===== config.mk =====
export PLATFORM = sky130hd
export DESIGN_NAME = sd_otf_converter_flat
export DESIGN_NICKNAME = d
export VERILOG_FILES = /design/src/rtl/sd_otf_if.sv /design/src/rtl/sd_otf_converter.sv /design/src/flat_wrapper.sv
export SDC_FILE = /design/constraint.sdc
export NUM_CORES = 1
export LEC_CHECK = 0
export ABC_AREA = 1
export CORE_MARGIN = 2
export CORE_UTILIZATION = 53
export DETAILED_ROUTE_END_ITERATION = 10
export PLACE_DENSITY_LB_ADDON = 0.3
export SLEW_MARGIN = 10
export SYNTH_ARGS = -nofsm -noshare
export SYNTH_HDL_FRONTEND = slang
export SYNTH_SLANG_ARGS = --single-unit

===== constraint.sdc =====
create_clock -name clk -period 4.4 [get_ports clk]
set_input_delay 0.66 -clock clk [delete_from_list [all_inputs] [get_ports clk]]
set_output_delay 0.66 -clock clk [all_outputs]
set_load 0.05 [all_outputs]

===== src/rtl/sd_otf_if.sv =====
// Handshake bundle between the online digit producer, the on-the-fly
// converter and the conventional result consumer.
//   Parameters: NO_OF_DIGITS (digits per operand), RADIX_BITS (digit width)
//   start      - begin / restart a conversion
//   din_valid  - signed digit on din is valid
//   din        - radix-4 signed digit, two's complement
//   din_ready  - converter accepts a digit this cycle
//   dout_valid - converted result available, held until accepted
//   dout       - two's-complement result, 2*NO_OF_DIGITS+1 bits
//   dout_ready - consumer takes dout
//   err        - sticky illegal-digit flag
// master: producer/consumer side; slave: converter side.
interface sd_otf_if #(
  parameter int NO_OF_DIGITS = 8,
  parameter int RADIX_BITS   = 3
);
  localparam int OUT_W = 2*NO_OF_DIGITS+1;

  logic                  start;
  logic                  din_valid;
  logic [RADIX_BITS-1:0] din;
  logic                  din_ready;
  logic                  dout_valid;
  logic [OUT_W-1:0]      dout;
  logic                  dout_ready;
  logic                  err;

  modport master (
    output start, din_valid, din, dout_ready,
    input  din_ready, dout_valid, dout, err
  );

  modport slave (
    input  start, din_valid, din, dout_ready,
    output din_ready, dout_valid, dout, err
  );
endinterface


===== src/rtl/sd_otf_converter.sv =====
// Serial radix-4 signed-digit to two's-complement converter using on-the-fly
// conversion. Digits arrive most-significant first; two candidate registers
// q and qm (always qm = q-1) let every digit be absorbed by a shift-and-append
// with a select between q and qm, so no carry ripples through the result.
//   clk   - rising-edge clock
//   rst_n - asynchronous active-low reset
//   bus   - sd_otf_if.slave (start, din handshake, dout handshake, err)
// Optional feature macro: SD_CONV_CHECK_EN
//   defined   - accepting the digit pattern 100 (-4) sets the sticky err flag
//   undefined - err is tied to 0
// In both builds -4 is applied arithmetically as the value -4.
module sd_otf_converter #(
  parameter int NO_OF_DIGITS = 8,
  parameter int RADIX_BITS   = 3
) (
  input  logic    clk,
  input  logic    rst_n,
  sd_otf_if.slave bus
);
  localparam int OUT_W = 2*NO_OF_DIGITS+1;
  localparam int CNT_W = $clog2(NO_OF_DIGITS+1);
  localparam logic [RADIX_BITS-1:0] DIG_MIN = {1'b1, {(RADIX_BITS-1){1'b0}}};
  localparam logic [CNT_W-1:0] LAST_CNT = CNT_W'(NO_OF_DIGITS-1);

  typedef enum logic [1:0] {IDLE, CONV, DONE} state_t;

  state_t           state, state_nxt;
  logic [OUT_W-1:0] q, qm, q_nxt, qm_nxt, qm_dec;
  logic [CNT_W-1:0] cnt;
  logic             accept, last_digit;
  logic             is_neg, is_pos, is_min;
  logic [1:0]       lo_q, lo_qm;

  // A digit presented together with start is ignored.
  assign accept     = (state == CONV) && bus.din_valid && !bus.start;
  assign last_digit = (cnt == LAST_CNT);

  assign is_neg = bus.din[RADIX_BITS-1];
  assign is_pos = !bus.din[RADIX_BITS-1] && (bus.din != '0);
  assign is_min = (bus.din == DIG_MIN);

  // Appended bits: d mod 4 for q, (d-1) mod 4 for qm.
  assign lo_q   = bus.din[1:0];
  assign lo_qm  = bus.din[1:0] - 2'd1;
  assign qm_dec = qm - 1'b1;

  // q/qm selection. The -4 digit lies outside the radix-4 digit set, so
  // qm_new = 4*qm-1 cannot come from q or qm; it needs qm-1 shifted with 11.
  always_comb begin
    q_nxt  = is_neg ? {qm[OUT_W-3:0], lo_q} : {q[OUT_W-3:0], lo_q};
    qm_nxt = {qm[OUT_W-3:0], lo_qm};
    if (is_pos) begin
      qm_nxt = {q[OUT_W-3:0], lo_qm};
    end else if (is_min) begin
      qm_nxt = {qm_dec[OUT_W-3:0], 2'b11};
    end
  end

  // State register.
  always_ff @(posedge clk or negedge rst_n) begin
    if (!rst_n) begin
      state <= IDLE;
    end else begin
      state <= state_nxt;
    end
  end

  // Next state and digit-side ready; start restarts from any state.
  always_comb begin
    state_nxt     = state;
    bus.din_ready = 1'b0;
    case (state)
      IDLE: begin
        if (bus.start) state_nxt = CONV;
      end
      CONV: begin
        bus.din_ready = 1'b1;
        if (bus.start) state_nxt = CONV;
        else if (accept && last_digit) state_nxt = DONE;
      end
      DONE: begin
        if (bus.start) state_nxt = CONV;
        else if (bus.dout_ready) state_nxt = IDLE;
      end
      default: state_nxt = IDLE;
    endcase
  end

  // Candidate registers, digit counter and registered result.
  always_ff @(posedge clk or negedge rst_n) begin
    if (!rst_n) begin
      q              <= '0;
      qm             <= '1;
      cnt            <= '0;
      bus.dout       <= '0;
      bus.dout_valid <= 1'b0;
    end else if (bus.start) begin
      q              <= '0;
      qm             <= '1;
      cnt            <= '0;
      bus.dout       <= '0;
      bus.dout_valid <= 1'b0;
    end else if (accept) begin
      q   <= q_nxt;
      qm  <= qm_nxt;
      cnt <= cnt + CNT_W'(1);
      if (last_digit) begin
        bus.dout       <= q_nxt;
        bus.dout_valid <= 1'b1;
      end
    end else if ((state == DONE) && bus.dout_ready) begin
      bus.dout_valid <= 1'b0;
    end
  end

`ifdef SD_CONV_CHECK_EN
  // Sticky flag for an accepted -4 digit; cleared only by start or reset.
  always_ff @(posedge clk or negedge rst_n) begin
    if (!rst_n) begin
      bus.err <= 1'b0;
    end else if (bus.start) begin
      bus.err <= 1'b0;
    end else if (accept && is_min) begin
      bus.err <= 1'b1;
    end
  end
`else
  assign bus.err = 1'b0;
`endif

endmodule

===== src/flat_wrapper.sv =====
// flat-port wrapper written by rule: the top's interface ports become plain ports
module sd_otf_converter_flat 
#(
  parameter int NO_OF_DIGITS = 8,
  parameter int RADIX_BITS   = 3
)
  (clk, rst_n, bus_start, bus_din_valid, bus_din, bus_dout_ready, bus_din_ready, bus_dout_valid, bus_dout, bus_err);
  sd_otf_if #(.NO_OF_DIGITS(NO_OF_DIGITS), .RADIX_BITS(RADIX_BITS)) bus_i ();
  input  logic clk;
  input  logic rst_n;
  input wire logic [$bits(bus_i.start)-1:0] bus_start;
  input wire logic [$bits(bus_i.din_valid)-1:0] bus_din_valid;
  input wire logic [$bits(bus_i.din)-1:0] bus_din;
  input wire logic [$bits(bus_i.dout_ready)-1:0] bus_dout_ready;
  output wire logic [$bits(bus_i.din_ready)-1:0] bus_din_ready;
  output wire logic [$bits(bus_i.dout_valid)-1:0] bus_dout_valid;
  output wire logic [$bits(bus_i.dout)-1:0] bus_dout;
  output wire logic [$bits(bus_i.err)-1:0] bus_err;
  assign bus_i.start = bus_start;
  assign bus_i.din_valid = bus_din_valid;
  assign bus_i.din = bus_din;
  assign bus_i.dout_ready = bus_dout_ready;
  assign bus_din_ready = bus_i.din_ready;
  assign bus_dout_valid = bus_i.dout_valid;
  assign bus_dout = bus_i.dout;
  assign bus_err = bus_i.err;
  sd_otf_converter #(.NO_OF_DIGITS(NO_OF_DIGITS), .RADIX_BITS(RADIX_BITS)) u_core (.clk(clk), .rst_n(rst_n), .bus(bus_i));
endmodule

==> results.md, run 1 <==
* Critical path class: primary input to flop
* Pre-antenna DRT Iters at 4
* ANT cells at 0
* Combinational power share at approximately 18%
* Detailed Place HPWL at between 4 and 5 mm
* Overflow after GRT at 0
* Post-detailed-routing wire length at roughly 6.0 mm
* Aggregate global-route resource usage at between 20% and 30%
* Setup violators final at 0
* Crit path max-delay family: buffers and inverters
* Largest net degree at the start of global routing at 55
* Vias per cell at 5.42
* Pins Over Slew Limit at 0
* RSZ-0062 raised after global routing: false
* Number of synthesis warnings at 0
* Worst-skew pair later-pin latency at just over 0.3 ns
* Sequential Power Share at ~55%
* Startpoint Class: primary input
* Resized cells post-CTS at 0
* Core ar. at around 0.005 mm2
* Gate Count Post-Synth at 320
* Initial DRC count at between 150 and 200
* Leak Pwr at between 1 and 1.5 nW
* Die area at slightly below 0.006 mm2
* Fin cells at slightly above 400
* Initial antenna violation count at 0
* Rel. slew slack at 44.6%
* Post-route setup TNS at 0 ns
* Post-DRT Antenna Nets at 0
* Area Growth Syn to Fin at 12.4%
* Share of cells above drive strength 1 at 14.3%
* TritonCTS Sinks at 54
* I/O Buffers at 26
* Post-synthesis cell type count at 35
* CTS H-tree depth at 2
* VDD IR max at about 0.00025 V
* Status: complete, no violations
* Sequential cell area fraction in the yosys report at a little under 50%
* Power density over the cells at around 330 mW/mm2
* CTS buffer count at 5
* CTS tree: built
* Worst path slowest cell: nor2_1
* Sw power at approximately 320 uW
* Max cap viols at 0
* Design area at between 0.003 and 0.004 mm2
* Nets at between 300 and 400
* Setup Skew at about 0.0060 ns
* Fin. Hold Viols at 0
* Commonest non-fill, non-tap cell in the layout: nand2_1
* Fillers at 467
* Vias at around 2200
* DRC errors left at 0
* Synth Register Bits at 54
* Die Y at between 70 and 80 um
* Clk root buf: clkbuf_8
* I/O pin count at 28
* Placer Congestion at slightly above 0.8
* Cell Area, Placed at a little over 0.003 mm2
* CP max FO at 14
* Setup crit end kind: flop
* Core Rows at 26
* Mean post-synth cell area at a little under 9 um2
* Clock transition at the registers of the reported paths at about 0.10 ns
* Internal power at around 700 uW
* Die Wd at around 76 um
* Max Root-Sink Buffers at 2
* WP buf/inv at 4
* Worst Path Required at 4.65 ns
* Total power at 1.03 mW
* CP most frequent cell: inv_1
* Number of global-route vias before repair at roughly 2200
* Period utilization at between 60% and 70%
* Sw Ratio at 31.0%
* CTS Hold Buffers Added at 0
* Worst slew pin tran at just over 0.8 ns
* Clk pwr share at 27.0%
* F_max at roughly 370 MHz
* Initial Utilization at around 55%
* Mapped Area at between 0.002 and 0.003 mm2
* Post-CTS setup buffers at 0
* Final min period at about 2.7 ns
* # placed instances at 405
* CP Data Arrival Time at approximately 2.9 ns
* Most frequent cells in the layout: nand2_1, dfrtp_1, a21oi_1, clkdlybuf4s50_1, inv_1
* HP Class: primary input to async pin
* Critical-path cell list: clkdlybuf4s50_1 > inv_1 > ha_1 > nor2_1 > inv_1 > o21ai_0 > o211ai_1 > a21oi_1 > inv_1
* CP peak stage delay at between 0.6 and 0.7 ns
* First-pass GRT wire length at just over 10 mm
* Syn nets at around 330
* Drt wl/cell at around 14 um
==> worst register-to-register path, cell delays in order, from the launching register on <==
cell,delay (ns)
dfrtp_1,0.42
ha_1,0.24
nand3b_1,0.37
nor2_2,0.12
nor2_4,0.54
nand2_1,0.11
o21ai_0,0.11
==> power groups by stage <==
stage / logic, mW / registers [mW] / clock network (mW)
final: 0.185 / 0.567 / 0.278
after global routing: 0.207 / 0.572 / 0.304
after CTS: 0.187 / 0.567 / 0.286
after detailed placement: 0.186 / 0.576 / 0
after global placement: 0.182 / 0.574 / 0
after floorplan: 0.106 / 0.598 / 0
==> final timing paths <==
check | start | end | slack [ns] | cells past startpoint
max in group asynchronous | rst_n | u_core.q[0] | 3.50 | 2
worst min-delay path | rst_n | u_core.bus.dout[13] | 0.45 | 2
min in group clk | u_core.cnt[3] | u_core.cnt[3] | 0.47 | 1
worst max register to register | u_core.cnt[0] | u_core.bus.dout[9] | 2.39 | 6
worst min register to register | u_core.cnt[3] | u_core.cnt[3] | 0.47 | 1
worst max-delay path | bus_din[0] | u_core.qm[2] | 1.73 | 9
==> registers in the layout, summed over array words and instances, names as in the netlist <==
signal and cells:
u_core.bus.dout 17, u_core.q 15, u_core.qm 15, u_core.cnt 4, u_core.state 2, u_core.bus.dout_valid 1
==> per-layer routing <==
metal  vias to the layer above  GRT usage [%]  routed length [um]
li1                       1119              -                   -
met1                      1074           29.0                2590
met2                        41           37.4                3090
met3                         5           3.91                 231
met4                         0           6.00                  52
met5                         -              0                   0
==> through the flow <==
stage,util (%),hold WS [ns],setup slack (ns)
after floorplan,-,0.364,2.69
after global placement,59.6,0.446,1.50
after detailed placement,59.6,0.465,1.45
after CTS,61.3,0.481,1.79
after global routing,61.3,0.503,1.44
final,61.3,0.451,1.73
==> kinds of logic after synthesis <==
kind of cell | share of synthesized area, %
adders and majority gates | 1.36
and+or+nand+nor | 21.6
xor gates and xnor gates | 0.316
DFF | 49.5
AOI/OAI and AO/OA | 19.5
other | 0.135
buffers and inverters | 7.59
==> final cells by class <==
type                    count  area (um2)  share of cell area (%)
flip-flops and latches     54        1370                    44.0
multi-input cells         224        1190                    38.2
repair buffers             28         270                    8.68
inverters                  29         109                    3.50
well taps                  70        87.6                    2.81
clock buffers               6        72.6                    2.33
clock inverters             2        15.0                   0.482
==> Yosys cell counts <==
cell	instances	area share [%]
nor2_4	3	1.2
nand2_1	72	9.8
o211ai_1	11	3.0
nand2_8	1	0.72
inv_1	24	3.3
dfrtp_1	39	35
buf_2	3	0.54
nor2_1	23	3.1
nand4_1	6	1.4
buf_6	5	2.0
a31oi_1	2	0.45
nor2_2	2	0.45
xnor2_1	1	0.32
nor2_8	1	0.72
a22o_1	1	0.32
nand3b_1	1	0.27
nor3_1	1	0.18
dfstp_2	15	14
inv_2	5	0.68
buf_4	3	0.81
o21ai_0	23	4.2
nand3_2	1	0.36
nor3_2	1	0.36
conb_1	1	0.14
a21oi_1	30	5.4
o21ai_2	9	2.8
nand3_1	15	2.7
o21ai_1	9	1.6
nand2_4	1	0.41
a22oi_1	3	0.81
ha_1	3	1.4
o2111ai_1	1	0.32
clkbuf_1	2	0.27
o31ai_1	1	0.27
a21o_1	1	0.27
Note: power is estimated with default switching activity, not from simulation.
==> run 2: changes to the inputs <==
clock period = 2.7 ns   (was 4.4 ns; I/O delays follow)
==> run 2 against run 1 <==
Hold slack got worse by 0.21 ns. Final cell count increased by 0.73%. Non-clock buffer count increased by 3. Register-to-register slack got worse by 1.5 ns. Flip-flop and latch count unchanged. Clock skew about the same. Clock-buffer cell count unchanged. Setup slack got worse by 1.2 ns.
==> results.md, run 2 (synthesized netlist as in run 1, its figures left out) <==
* Rel. slew slack at 35.7%
* Commonest non-fill, non-tap cell in the layout: nand2_1
* Die Y at 76.3 um
* Clock transition at the registers of the reported paths at about 0.10 ns
* Pins Over Slew Limit at 0
* CTS buffer count at 5
* TritonCTS Sinks at 54
* Leak Pwr at 1.41 nW
* Final min period at 2.20 ns
* Clk root buf: clkbuf_8
* CTS tree: built
* CTS H-tree depth at 2
* Area Growth Syn to Fin at 13.7%
* Fin cells at approximately 420
* Post-DRT Antenna Nets at 0
* Total power at 1.71 mW
* Setup crit end kind: output port
* Number of global-route vias before repair at 2169
* CP Data Arrival Time at around 1.8 ns
* Initial Utilization at a little over half
* CTS Hold Buffers Added at 0
* Worst setup margin at 0.496 ns
* Setup violators final at 0
* CP max FO at 4
* Biggest register: u_core.bus.dout
* Fin. Hold Viols at 0
* Die area at ~0.0058 mm2
* M2 GR Usage at 37.6%
* ANT cells at 0
* Largest register FFs at 17
* Met1 Usage GRT at about 28%
* Die Wd at approximately 76 um
* Post-layout util at between 60% and 70%
* I/O Buffers at 26
* Startpoint Class: flop
* Worst Path Required at around 2.3 ns
* DRC errors left at 0
* Worst-skew pair later-pin latency at about 0.31 ns
* Critical path class: flop to output port
* Period utilization at approximately four fifths
* Most frequent cells in the layout: nand2_1, dfrtp_1, a21oi_1, clkdlybuf4s50_1, inv_1
* Pre-CTS WS at around 0.66 ns
* Cell Area, Placed at roughly 0.0030 mm2
* F_max at 454 MHz
* Nets at about 360
* Post-route setup TNS at 0 ns
* First-pass GRT wire length at 10.2 mm
* GRT busiest layer: met2
* Max Root-Sink Buffers at 2
* Resized cells post-CTS at 0
* Largest net degree at the start of global routing at 46
* Pre-antenna DRT Iters at 4
* Placer Congestion at about 0.85
* RSZ-0062 raised after global routing: false
* Post-detailed-routing wire length at roughly 5.9 mm
* HP Class: primary input to async pin
* Aggregate global-route resource usage at 21.9%
* Grt met3 use at under 10%
* Setup Skew at between 0.005 and 0.006 ns
* Vias per cell at around 5.4
* Initial DRC count at about 120
* Worst hold margin at 0.239 ns
* Overflow after GRT at 0
* Core Rows at 26
* Detailed Place HPWL at 4.25 mm
* Regs by FF count: u_core.bus.dout: 17 flops, u_core.q: 15 flops, u_core.qm: 15 flops
* Max cap viols at 0
* Post-CTS setup buffers at 0
* Share of cells above drive strength 1 at around 15%
* I/O pin count at 28
* VDD IR max at between 0.0003 and 0.0004 V
* Status: complete, no violations
* Design area at 0.00315 mm2
* # placed instances at around 410
* Core ar. at 0.00507 mm2
* Vias at around 2200
* Power density over the cells at approximately 540 mW/mm2
* Drt wl/cell at approximately 14 um
* Initial antenna violation count at 0
* Worst slew pin tran at a little under 1 ns
==> run 2: cell count changes in the layout (fill, tap and decap cells not counted) <==
cell,change
clkbuf_8,+1
clkinv_4,+2
clkbuf_1,-1
clkinvlp_4,-2
buf_4,+3
==> run 2: area by class of cell <==
class | count | area, um2
Fill cell | 460 | 1930
Clock buffer | 6 | 82.6
Inverter | 29 | 109
Sequential cell | 54 | 1370
Timing Repair Buffer | 31 | 293
Tap cell | 70 | 87.6
Multi-Input combinational cell | 224 | 1190
Clock inverter | 2 | 17.5
==> run 2: worst max-delay path: stages (launching register included) <==
cell	delay, ns
dfrtp_1	0.45
nor2_4	0.21
clkdlybuf4s50_1	0.83
==> run 2: path summary, 6_finish.rpt <==
check                                start                  to  slack (ns)  depth (start not counted)
setup / recovery           u_core.state[1]       bus_din_ready        0.50                          2
hold / removal                       rst_n  u_core.bus.dout[9]        0.24                          1
setup reg to reg             u_core.cnt[0]  u_core.bus.dout[9]        0.90                          7
hold reg to reg              u_core.cnt[3]       u_core.cnt[3]        0.48                          1
max in group asynchronous            rst_n        u_core.qm[5]        1.68                          2
min in group clk             u_core.cnt[3]       u_core.cnt[3]        0.48                          1
==> run 2: layer usage <==
metal  up-vias  wire length (um)  share of wire (%)
li1       1128                 -                  -
met1      1068              2610                 44
met4         0                73                1.2
met3         7               169                2.9
met5         -                 0                  0
met2        39              3020                 51
==> run 2: report_power, final <==
group,switching [mW],internal [mW]
clock network,0.272,0.212
logic,0.203,0.0997
registers,0.0466,0.878
total,0.522,1.19
==> run 3: changes to the inputs <==
CORE_UTILIZATION = 51   (was 53)
clock period = 1.8 ns   (was 2.7 ns; I/O delays follow)
==> run 3 against run 2 <==
Die area up 3.7%. First-iteration DRC count increased by 22%. Power increased by 56%. Non-clock buffer count up 7. Flip-flop and latch count unchanged. Global-route usage is 0.35 points higher.
==> results.md, run 3 (synthesized netlist as in run 1, its figures left out) <==
* Placer Congestion at ~0.85
* # placed instances at between 400 and 500
* Met1 Usage GRT at roughly 30%
* Status: complete, no violations
* Share of cells above drive strength 1 at between 10% and 20%
* Vias per cell at around 5.5
* Sw power at slightly below 800 uW
* CP peak stage delay at a little over 0.8 ns
* Post-layout util at between 60% and 70%
* Max cap viols at 0
* Commonest non-fill, non-tap cell in the layout: nand2_1
* Worst-skew pair later-pin latency at roughly 0.31 ns
* Pre-antenna DRT Iters at 4
* Setup Skew at 0.00875 ns
* Post-CTS setup buffers at 0
* Detailed Place HPWL at 4.35 mm
* Pre-CTS WS at -0.113 ns
* Clk root buf: clkbuf_8
* Sequential Power Share at 52.1%
* Worst setup margin at 0.0508 ns
* ANT cells at 0
* Aggregate global-route resource usage at 22.2%
* CTS buffer count at 5
* TritonCTS Sinks at 54
* Fin. Hold Viols at 0
* Number of global-route vias before repair at about 2300
* Startpoint Class: flop
* Power density over the cells at 819 mW/mm2
* Combinational power share at around 18%
* Total power at between 2 and 3 mW
* First-pass GRT wire length at roughly 11 mm
* Pins Over Slew Limit at 0
* Die area at a little over 0.006 mm2
* Leak Pwr at 1.48 nW
* Post-detailed-routing wire length at around 6.3 mm
* Drt wl/cell at between 10 and 15 um
* Critical-path cell list: clkdlybuf4s50_1
* Clk pwr share at 29.7%
* CP Data Arrival Time at approximately 1.5 ns
* Setup crit end kind: output port
* Clock transition at the registers of the reported paths at 0.10 ns
* Worst Path Required at around 1.5 ns
* Grt met3 use at under 10%
* CTS tree: built
* Worst path slowest cell: clkdlybuf4s50_1
* Fin cells at 423
* Setup violators final at 0
* Initial Utilization at 53.5%
* F_max at 572 MHz
* WP buf/inv at 1
* Biggest register: u_core.bus.dout
* Area Growth Syn to Fin at 17.4%
* RSZ-0062 raised after global routing: false
* Period utilization at 97.2%
* HP Class: primary input to async pin
* Rel. slew slack at around 66%
* I/O Buffers at 26
* Post-DRT Antenna Nets at 0
* Largest net degree at the start of global routing at 55
* Worst slew pin tran at roughly 0.5 ns
* Die Wd at around 78 um
* Worst hold margin at 0.480 ns
* GRT busiest layer: met2
* VDD IR max at between 0.0005 and 0.0006 V
* Die Y at just under 80 um
* Regs by FF count: u_core.bus.dout: 17 flops, u_core.q: 15 flops, u_core.qm: 15 flops
* Max Root-Sink Buffers at 2
* Final min period at 1.75 ns
* Critical path class: flop to output port
* I/O pin count at 28
* M2 GR Usage at a little under two fifths
* Nets at ~360
* Most frequent cells in the layout: nand2_1, dfrtp_1, a21oi_1, inv_1
* CP max FO at 2
* Initial antenna violation count at 0
* Overflow after GRT at 0
* Sw Ratio at between 20% and 30%
* Internal power at between 1.5 and 2 mW
* Core ar. at 0.00517 mm2
* Largest register FFs at 17
* Core Rows at 26
* DRC errors left at 0
* Initial DRC count at approximately 140
* Crit path max-delay family: buffers and inverters
* CTS H-tree depth at 2
* Vias at about 2300
-- run 3: final cells by class --
cell class | instances | area [um2]
Clock buffer | 5 | 68.8
Sequential cell | 54 | 1370
Inverter | 29 | 109
Timing Repair Buffer | 38 | 383
Clock inverter | 2 | 33.8
Fill cell | 444 | 1920
Tap cell | 70 | 87.6
Multi-Input combinational cell | 225 | 1200
-- run 3: worst reg2reg max path: stages (launching register included) --
cell and delay [ns]:
dfrtp_1 0.45, nor2_4 0.24, nand2_8 0.12, nor2_8 0.22, inv_2 0.15, a21oi_1 0.18, a31oi_1 0.10
-- run 3: timing repair --
item,CTS,global route
hold buffers,1,0
endpoints found under the setup margin,0,9
hold endpoints to repair,39,0
resized for setup,0,2
-- run 3: per-layer routing --
layer,vias up,share of wire (%)
li1,1139,-
met4,0,0.96
met5,-,0
met3,7,3.8
met2,43,50
met1,1123,45
-- run 3: worst paths after layout --
path,from,to,slack (ns),cells past startpoint
hold reg to reg,u_core.cnt[3],u_core.cnt[3],0.48,1
setup / recovery,u_core.bus.dout[4],bus_dout[4],0.05,1
setup reg to reg,u_core.state[1],u_core.qm[4],0.26,6
min in group clk,u_core.cnt[3],u_core.cnt[3],0.48,1
max in group asynchronous,rst_n,u_core.qm[6],1.03,3
hold / removal,rst_n,u_core.q[8],0.48,3
-- run 3: stage by stage --
| stage | cell area (um2) | setup TNS (ns) |
|---|---|---|
| floorplan | 2770 | 0 |
| global placement | 3130 | -0.196 |
| detailed placement | 3130 | -0.560 |
| CTS | 3240 | 0 |
| global route | 3250 | 0 |
| finish | 3250 | 0 |
-- run 3: power by group through the flow --
stage | clock (mW) | combinational (mW) | sequential (mW)
CTS | 0.804 | 0.486 | 1.39
global placement | 0 | 0.472 | 1.40
detailed placement | 0 | 0.482 | 1.41
floorplan | 0 | 0.260 | 1.46
finish | 0.790 | 0.485 | 1.39
global route | 0.850 | 0.535 | 1.40
